## src/rtl/multi_ch_sync_filter.sv

```systemverilog
// Per-channel multi-flop synchronizer followed by a consecutive-sample glitch
// filter, with registered rise/fall pulses aligned to the filtered level.
module multi_ch_sync_filter #(
  parameter int CH       = 4,
  parameter int STAGES   = 2,
  parameter int FILT_LEN = 3,
  parameter int FILT_W   = 4
) (
  input  logic          clk,
  input  logic          rst_n,
  input  logic [CH-1:0] async_in,
  input  logic          filt_en,
  output logic [CH-1:0] level_out,
  output logic [CH-1:0] rise_pulse,
  output logic [CH-1:0] fall_pulse,
  output logic          change_any
);

  localparam logic [FILT_W-1:0] CNT_LAST = FILT_W'(FILT_LEN - 1);

  logic [CH-1:0]     sync_q  [STAGES];
  logic [CH-1:0]     sync_d  [STAGES];
  logic [FILT_W-1:0] cnt_q   [CH];
  logic [FILT_W-1:0] cnt_d   [CH];
  logic [CH-1:0]     level_q, level_d;
  logic [CH-1:0]     rise_q, rise_d;
  logic [CH-1:0]     fall_q, fall_d;
  logic              change_q, change_d;
  logic [CH-1:0]     sync_w;

  always_comb begin
    sync_d[0] = async_in;
    for (int k = 1; k < STAGES; k++) begin
      sync_d[k] = sync_q[k-1];
    end
    sync_w = sync_q[STAGES-1];

    level_d = level_q;
    for (int i = 0; i < CH; i++) begin
      cnt_d[i] = '0;
      if (!filt_en) begin
        level_d[i] = sync_w[i];
      end else if (sync_w[i] != level_q[i]) begin
        // A disagreement must persist FILT_LEN consecutive samples to be accepted.
        if (cnt_q[i] == CNT_LAST) begin
          level_d[i] = sync_w[i];
        end else begin
          cnt_d[i] = cnt_q[i] + 1'b1;
        end
      end
    end

    rise_d   = level_d & ~level_q;
    fall_d   = ~level_d & level_q;
    change_d = |(rise_d | fall_d);
  end

  always_ff @(posedge clk) begin
    if (!rst_n) begin
      for (int k = 0; k < STAGES; k++) begin
        sync_q[k] <= '0;
      end
      for (int i = 0; i < CH; i++) begin
        cnt_q[i] <= '0;
      end
      level_q  <= '0;
      rise_q   <= '0;
      fall_q   <= '0;
      change_q <= 1'b0;
    end else begin
      for (int k = 0; k < STAGES; k++) begin
        sync_q[k] <= sync_d[k];
      end
      for (int i = 0; i < CH; i++) begin
        cnt_q[i] <= cnt_d[i];
      end
      level_q  <= level_d;
      rise_q   <= rise_d;
      fall_q   <= fall_d;
      change_q <= change_d;
    end
  end

  assign level_out  = level_q;
  assign rise_pulse = rise_q;
  assign fall_pulse = fall_q;
  assign change_any = change_q;

endmodule
```

## config.mk

```make
export PLATFORM = sky130hd
export DESIGN_NAME = multi_ch_sync_filter
export DESIGN_NICKNAME = d
export VERILOG_FILES = /design/src/rtl/multi_ch_sync_filter.sv
export SDC_FILE = /design/constraint.sdc
export NUM_CORES = 1
export LEC_CHECK = 0
export CAP_MARGIN = 20
export CORE_ASPECT_RATIO = 2
export CORE_MARGIN = 5
export CORE_UTILIZATION = 57
export CTS_BUF_LIST = sky130_fd_sc_hd__clkbuf_2 sky130_fd_sc_hd__clkbuf_4 sky130_fd_sc_hd__clkbuf_8
export CTS_CLUSTER_SIZE = 24
export DETAILED_ROUTE_END_ITERATION = 12
export PLACE_DENSITY = 0.84
export SYNTH_ARGS = -nofsm -noshare
export SYNTH_HDL_FRONTEND = slang
export SYNTH_SLANG_ARGS = --single-unit
export TNS_END_PERCENT = 5
```

## constraint.sdc

```tcl
create_clock -name clk -period 3.4 [get_ports clk]
set_input_delay 0.34 -clock clk [delete_from_list [all_inputs] [get_ports clk]]
set_output_delay 0.34 -clock clk [all_outputs]
set_load 0.05 [all_outputs]
```

# ---- Yosys cells after proc, flatten, opt, wreduce, memory -nomap -nowiden
# Memory sizes are Yosys's and may differ from the RTL's.
# Index checks and enable logic that the tools add are counted.
# Widths: inputs -> output; s select.
dict set report totals {
  register_bits 13
  ramBits 24
  in_bits 7
  output_inout_bits 13
  elab_cells 62
  n_memories 2
}
# memory depth word_bits rd rd_ports_with_merged_regs write_ports line
set mem_list {}
lappend mem_list {cnt_q 4 4 4 0 4 23} ;# logic [FILT_W-1:0] cnt_q [CH];
lappend mem_list {sync_q 2 4 2 0 2 21} ;# logic [CH-1:0] sync_q [STAGES];
dict set report op_classes {
  n_addsub 4
  n_eq_ne 8
  mux 32
  bitwise_logic 11
  reduce_logical 1
}
# op n
set ops {}
lappend ops {{$mux 4} 18}
lappend ops {{$add 4x1->4 const B} 4}
lappend ops {{$eq 4x2->1 const B} 4}
lappend ops {{$mux 1} 14}
lappend ops {{$and 4x4->4} 2}
lappend ops {{$not 4->4} 2}
lappend ops {{$or 1x1->1} 6}
lappend ops {{$ne 1x1->1} 4}
lappend ops {{$or 4x4->4} 1}
lappend ops {{$reduce_or 4->1} 1}

# ---- Depth between registers and ports, before layout
dict set report depth {
  depth_word 8
  ltp_mapped 7
}

# ---- Least setup slack after synthesis
# Ideal clock, no wire load.
dict set report synth_timing {
  path_type {register to register}
  startpoint {reg level_q[0], in the netlist level_out[0]}
  endpoint {reg change_q, in the netlist change_any}
  arrival_time_ns 1.410
  path_slack_ns 1.909
  stages_incl_launch_ff 5
  path_cell_list {dfxtp_1 nand2_1 o211ai_2 ha_1 a41oi_1}
}
dict set report synth_via {
  elab_chain_cells 7
}
# item line
set synth_lines {}
lappend synth_lines {{from (decl)} 25} ;# logic [CH-1:0] level_q, level_d;
lappend synth_lines {{from (signal assigned)} 77} ;# level_q <= level_d;
lappend synth_lines {{$mux 1 or $ne 1x1->1 (tied branches)} {45, 43}}
lappend synth_lines {{$mux 1 *} 43} ;# end else if (sync_w[i] != level_q[i]) begin
lappend synth_lines {{$mux 1 *} 41} ;# if (!filt_en) begin
lappend synth_lines {{net level_d[0]} 25}
lappend synth_lines {{$not 4->4} 54} ;# fall_d = ~level_d & level_q;
lappend synth_lines {{$and 4x4->4} 54}
lappend synth_lines {{$or 4x4->4 *} 55} ;# change_d = |(rise_d | fall_d);
lappend synth_lines {{$reduce_or 4->1 *} 55}
lappend synth_lines {{to (signal assigned)} 80} ;# change_q <= change_d;
lappend synth_lines {{to (decl)} 28} ;# logic change_q, change_d;
# Mark *: on every way through the listed nets, which the timed path passes. The rest lies on a longest branch.
# A chain may end at the register's enable or synchronous reset.

# ---- Worst setup path after layout
dict set report layout_timing {
  startpoint {reg level_q[2], in the netlist level_out[2]}
  endpoint {out level_out[2]}
}
# item line
set layout_rtl {}
lappend layout_rtl {{to (decl)} 13} ;# output logic [CH-1:0] level_out,
# No word-level cell between the ends.

==> results <==
- The flow ran to the end, and the final reports show no timing, DRC or antenna violations.
- During placement, the flow inserted port buffers numbering 19.
- The number of enable flip-flop cells after synthesis is 0.
- The post-layout net count is 200.
- The pin count of the biggest net entering global routing is 22.
- The maximum vdd ir drop is 348.5 uV.
- The number of antenna violations at the first check in global routing is 0.
- The number of DRC violations after detailed-routing iteration 0 is 9.
- The final number of max-transition violations came to 0.
- The post-synthesis cell count is 154.
- The startpoint class of the critical path is a flip-flop.
- The setup total negative slack is 0 ps.
- Global routing used 17.22% of the available tracks across all layers.
- Walking the worst path, the cells encountered are clkdlybuf4s50_1.
- The number of H-tree branching levels is 2.
- The residual antenna-violating net count after detailed routing is 0.
- Setup violations remaining at the end of the flow were counted as 0.
- The worst pin sits at a relative slew slack of 62.43%.
- The power density normalized to cell area is 429.7 nW/um^2.
- The number of endpoints with negative hold slack in the final report is 0.
- Sorting the synthesized cells by how often they occur yields sky130_fd_sc_hd__dfxtp_1, sky130_fd_sc_hd__and2_1, sky130_fd_sc_hd__ha_1, sky130_fd_sc_hd__nand2b_1, sky130_fd_sc_hd__inv_1.
- The async set-reset flop share out of synthesis is 0%.
- The library cell with the largest summed area after synthesis is sky130_fd_sc_hd__dfxtp_1.
- At the worst endpoint, the required time is 3060 ps.
- The die height is 84.70 um.
- For the worst-skew pair, the clock arrives at the later sink with an insertion delay of 280 ps.
- The final period utilization is 56.42%.
- The quantity of gates resized following cts is 0.
- The clock skew after layout is 5.813 ps.
- The number of inserted diodes is 0.
- The tool flagged a number of max-cap violations equal to 0.
- The category of the most critical setup path is flip-flop to primary output.
- Ranked by total cell area, the synthesized netlist is headed by sky130_fd_sc_hd__dfxtp_1, sky130_fd_sc_hd__ha_1, sky130_fd_sc_hd__and2_1.
- The synthesized flop and latch total is 37.
- The register area share after synthesis is 46.58%.
- Of the total synthesized cell area, the portion taken by AND, OR, NAND and NOR gates is 27.38%.
- The leakage component of the power is 0.7639 nW.
- In this run, post-CTS hold repair placed 0 buffers.
- The number of setup buffers added after CTS is 0.
- In this run the clock root is driven by a sky130_fd_sc_hd__clkbuf_8.
- OpenSTA, run right after detailed placement, puts the worst setup slack at 1495 ps.
- The startpoint of the most critical hold path is sync_q[0][1].
- The number of vias in the routed layout is 1,091.
- The portion of synthesized area spent on multiplexers is 0%.
- The core area is 2736 um^2.
- The startpoint of the most critical register-to-register path is cnt_q[2][0].
- Summing the areas of all compound-gate instances in the mapped netlist gives 4.957% of the synthesized area.
- The number of distinct library cells after synthesis is 21.
- Measured on the finished design, the core utilization comes to 69.09%.
- The first detailed-routing pass took 3 iterations.
- The primary flip-flop cell chosen by synthesis mapping is sky130_fd_sc_hd__dfxtp_1.
- The post-synthesis adder-cell area fraction is 12.59%.
- The most critical setup path has its startpoint at level_out[2].
- The synthesized netlist net count is 177.
- The number of remaining DRC errors is 0.
- The via density per instance is 5.296.
- The slowest stage of the critical path is the sky130_fd_sc_hd__clkdlybuf4s50_1 cell.
- The cell class contributing the biggest share of worst-path delay is buffers and inverters.
- The number of buffers created by CTS is 5.
- The minimum clock period after layout is 1918 ps.
- The final worst slack is 1482 ps.
- The congestion estimate from routability-driven global placement came to 0.7699.
- From synthesis to final layout, the design area changed by 18.88%.
- The initial cell density of the core is 58.12%.
- The total overflow reported by the global router is 0.
- The number of global-route vias before repair is 1,156.
- The critical-path maximum fanout is 5.
- The total die area is 4011 um^2.
- The most common cell in the synthesized netlist is sky130_fd_sc_hd__dfxtp_1.
- The number of core rows is 27.
- The type of the worst min-delay path is flip-flop to flip-flop.
- The clock slew seen by the registers of the worst setup and hold paths is 70 ps.
- The detailed-placement wirelength estimate is 2.114 mm.
- For this block, the routed nets add up to 2.669 mm of wire.
- The CTS tree is yes.
- The fraction of layout instances using a drive strength above 1 is 12.99%.
- The Yosys step of the flow raised 0 warnings.
- The dominant combinational cell family by area after synthesis is simple AND/OR/NAND/NOR gates.
- In this run the horizontal extent of the chip is 47.35 um.
- The maximum clock path buffer count is 2.
- The mapped netlist covers 1590 um^2.
- The global-route wire length before repair is 4.981 mm.
- Summed over its instances, the top area cell type makes up 46.58% of the synthesized netlist area.
- The xor/xnor cell area share of the yosys netlist is 4.406%.
- At the pin with the least slew margin, the transition time is 561.7 ps.
- For this run, the slowest stage of the critical path takes 860 ps.
- Pin placement for this block handled 20 I/O pins.
- Together, buffers and inverters on the worst path number 1.
- Setup repair after global routing left no endpoint under its margin.
- The endpoint arrival time on the critical path is 1580 ps.
- Clock tree synthesis found a total of 37 sinks.
- STA classifies the critical path endpoint as a primary output.
- The routed length per instance is 12.96 um.
- The timing-limited maximum frequency is 0.5213 GHz.
- After synthesis, the mean cell area works out to 10.33 um^2.
==> path summary, 6_finish.rpt <==
kind / to / slack (ps) / cells after the start
min: sync_q[0][5] / 440 / 1
min reg2reg: sync_q[0][5] / 440 / 1
max reg2reg: change_any / 1770 / 6
max: level_out[2] / 1480 / 1
==> routing by layer <==
metal	global-route usage, %	routed length (um)
met3	6.438	109
met2	28.73	1506
met4	9.824	83
met5	0	0
met1	16.78	970
==> where the power goes <==
part | leakage [nW] | internal [W] | total, W | switching (W)
registers | 0.301 | 0.000443 | 0.000450 | 0.00000630
logic | 0.415 | 0.0000237 | 0.0000566 | 0.0000329
clock network | 0.0477 | 0.000169 | 0.000306 | 0.000137
==> state kept, by name, indices dropped and copies added (netlist names) <==
signal and count:
cnt_q 16, rise_pulse 4, sync_q 8, change_any 1
level_out 4, fall_pulse 4
==> layout by cell type, fill, tap and decap left out, types with 4 or more instances in the layout <==
cell and instances:
sky130_fd_sc_hd__a21oi_1 4, sky130_fd_sc_hd__and2_1 16, sky130_fd_sc_hd__clkbuf_8 6, sky130_fd_sc_hd__clkdlybuf4s50_1 19
sky130_fd_sc_hd__dfxtp_1 37, sky130_fd_sc_hd__ha_1 16, sky130_fd_sc_hd__inv_1 9, sky130_fd_sc_hd__inv_2 4
sky130_fd_sc_hd__nand2_1 4, sky130_fd_sc_hd__nand2b_1 12, sky130_fd_sc_hd__nand3_1 8, sky130_fd_sc_hd__nand3b_1 4
sky130_fd_sc_hd__nand4bb_1 4, sky130_fd_sc_hd__nor2_1 4, sky130_fd_sc_hd__nor2_2 4, sky130_fd_sc_hd__nor3_1 8
sky130_fd_sc_hd__nor3b_2 4, sky130_fd_sc_hd__o211ai_2 4, sky130_fd_sc_hd__xor2_1 8
==> stage by stage <==
step	hold WS [ps]	instance area [um^2]	total power, W	cells
after floorplan	411.9	1590	0.0004961	154
after global routing	462.8	1891	0.0008514	206
final	436.9	1891	0.0008124	206
after global placement	415.1	1800	0.0005147	199
after detailed placement	421.9	1800	0.0005172	199
after CTS	442.0	1891	0.0008251	206
==> layout make-up <==
cell class,count,area [um^2]
Inverter,13,48.80
Multi-Input combinational cell,101,784.5
Fill cell,221,845.8
Clock buffer,7,90.09
Timing Repair Buffer,19,190.2
Sequential cell,37,740.7
Tap cell,29,36.28
==> cells by family after synthesis <==
kind of cell / Yosys count
buf+inv: 16
compound gates: 9
simple gates: 68
xor+xnor: 8
flops: 37
fa+ha+maj: 16
(Power assumes the default switching activity.)
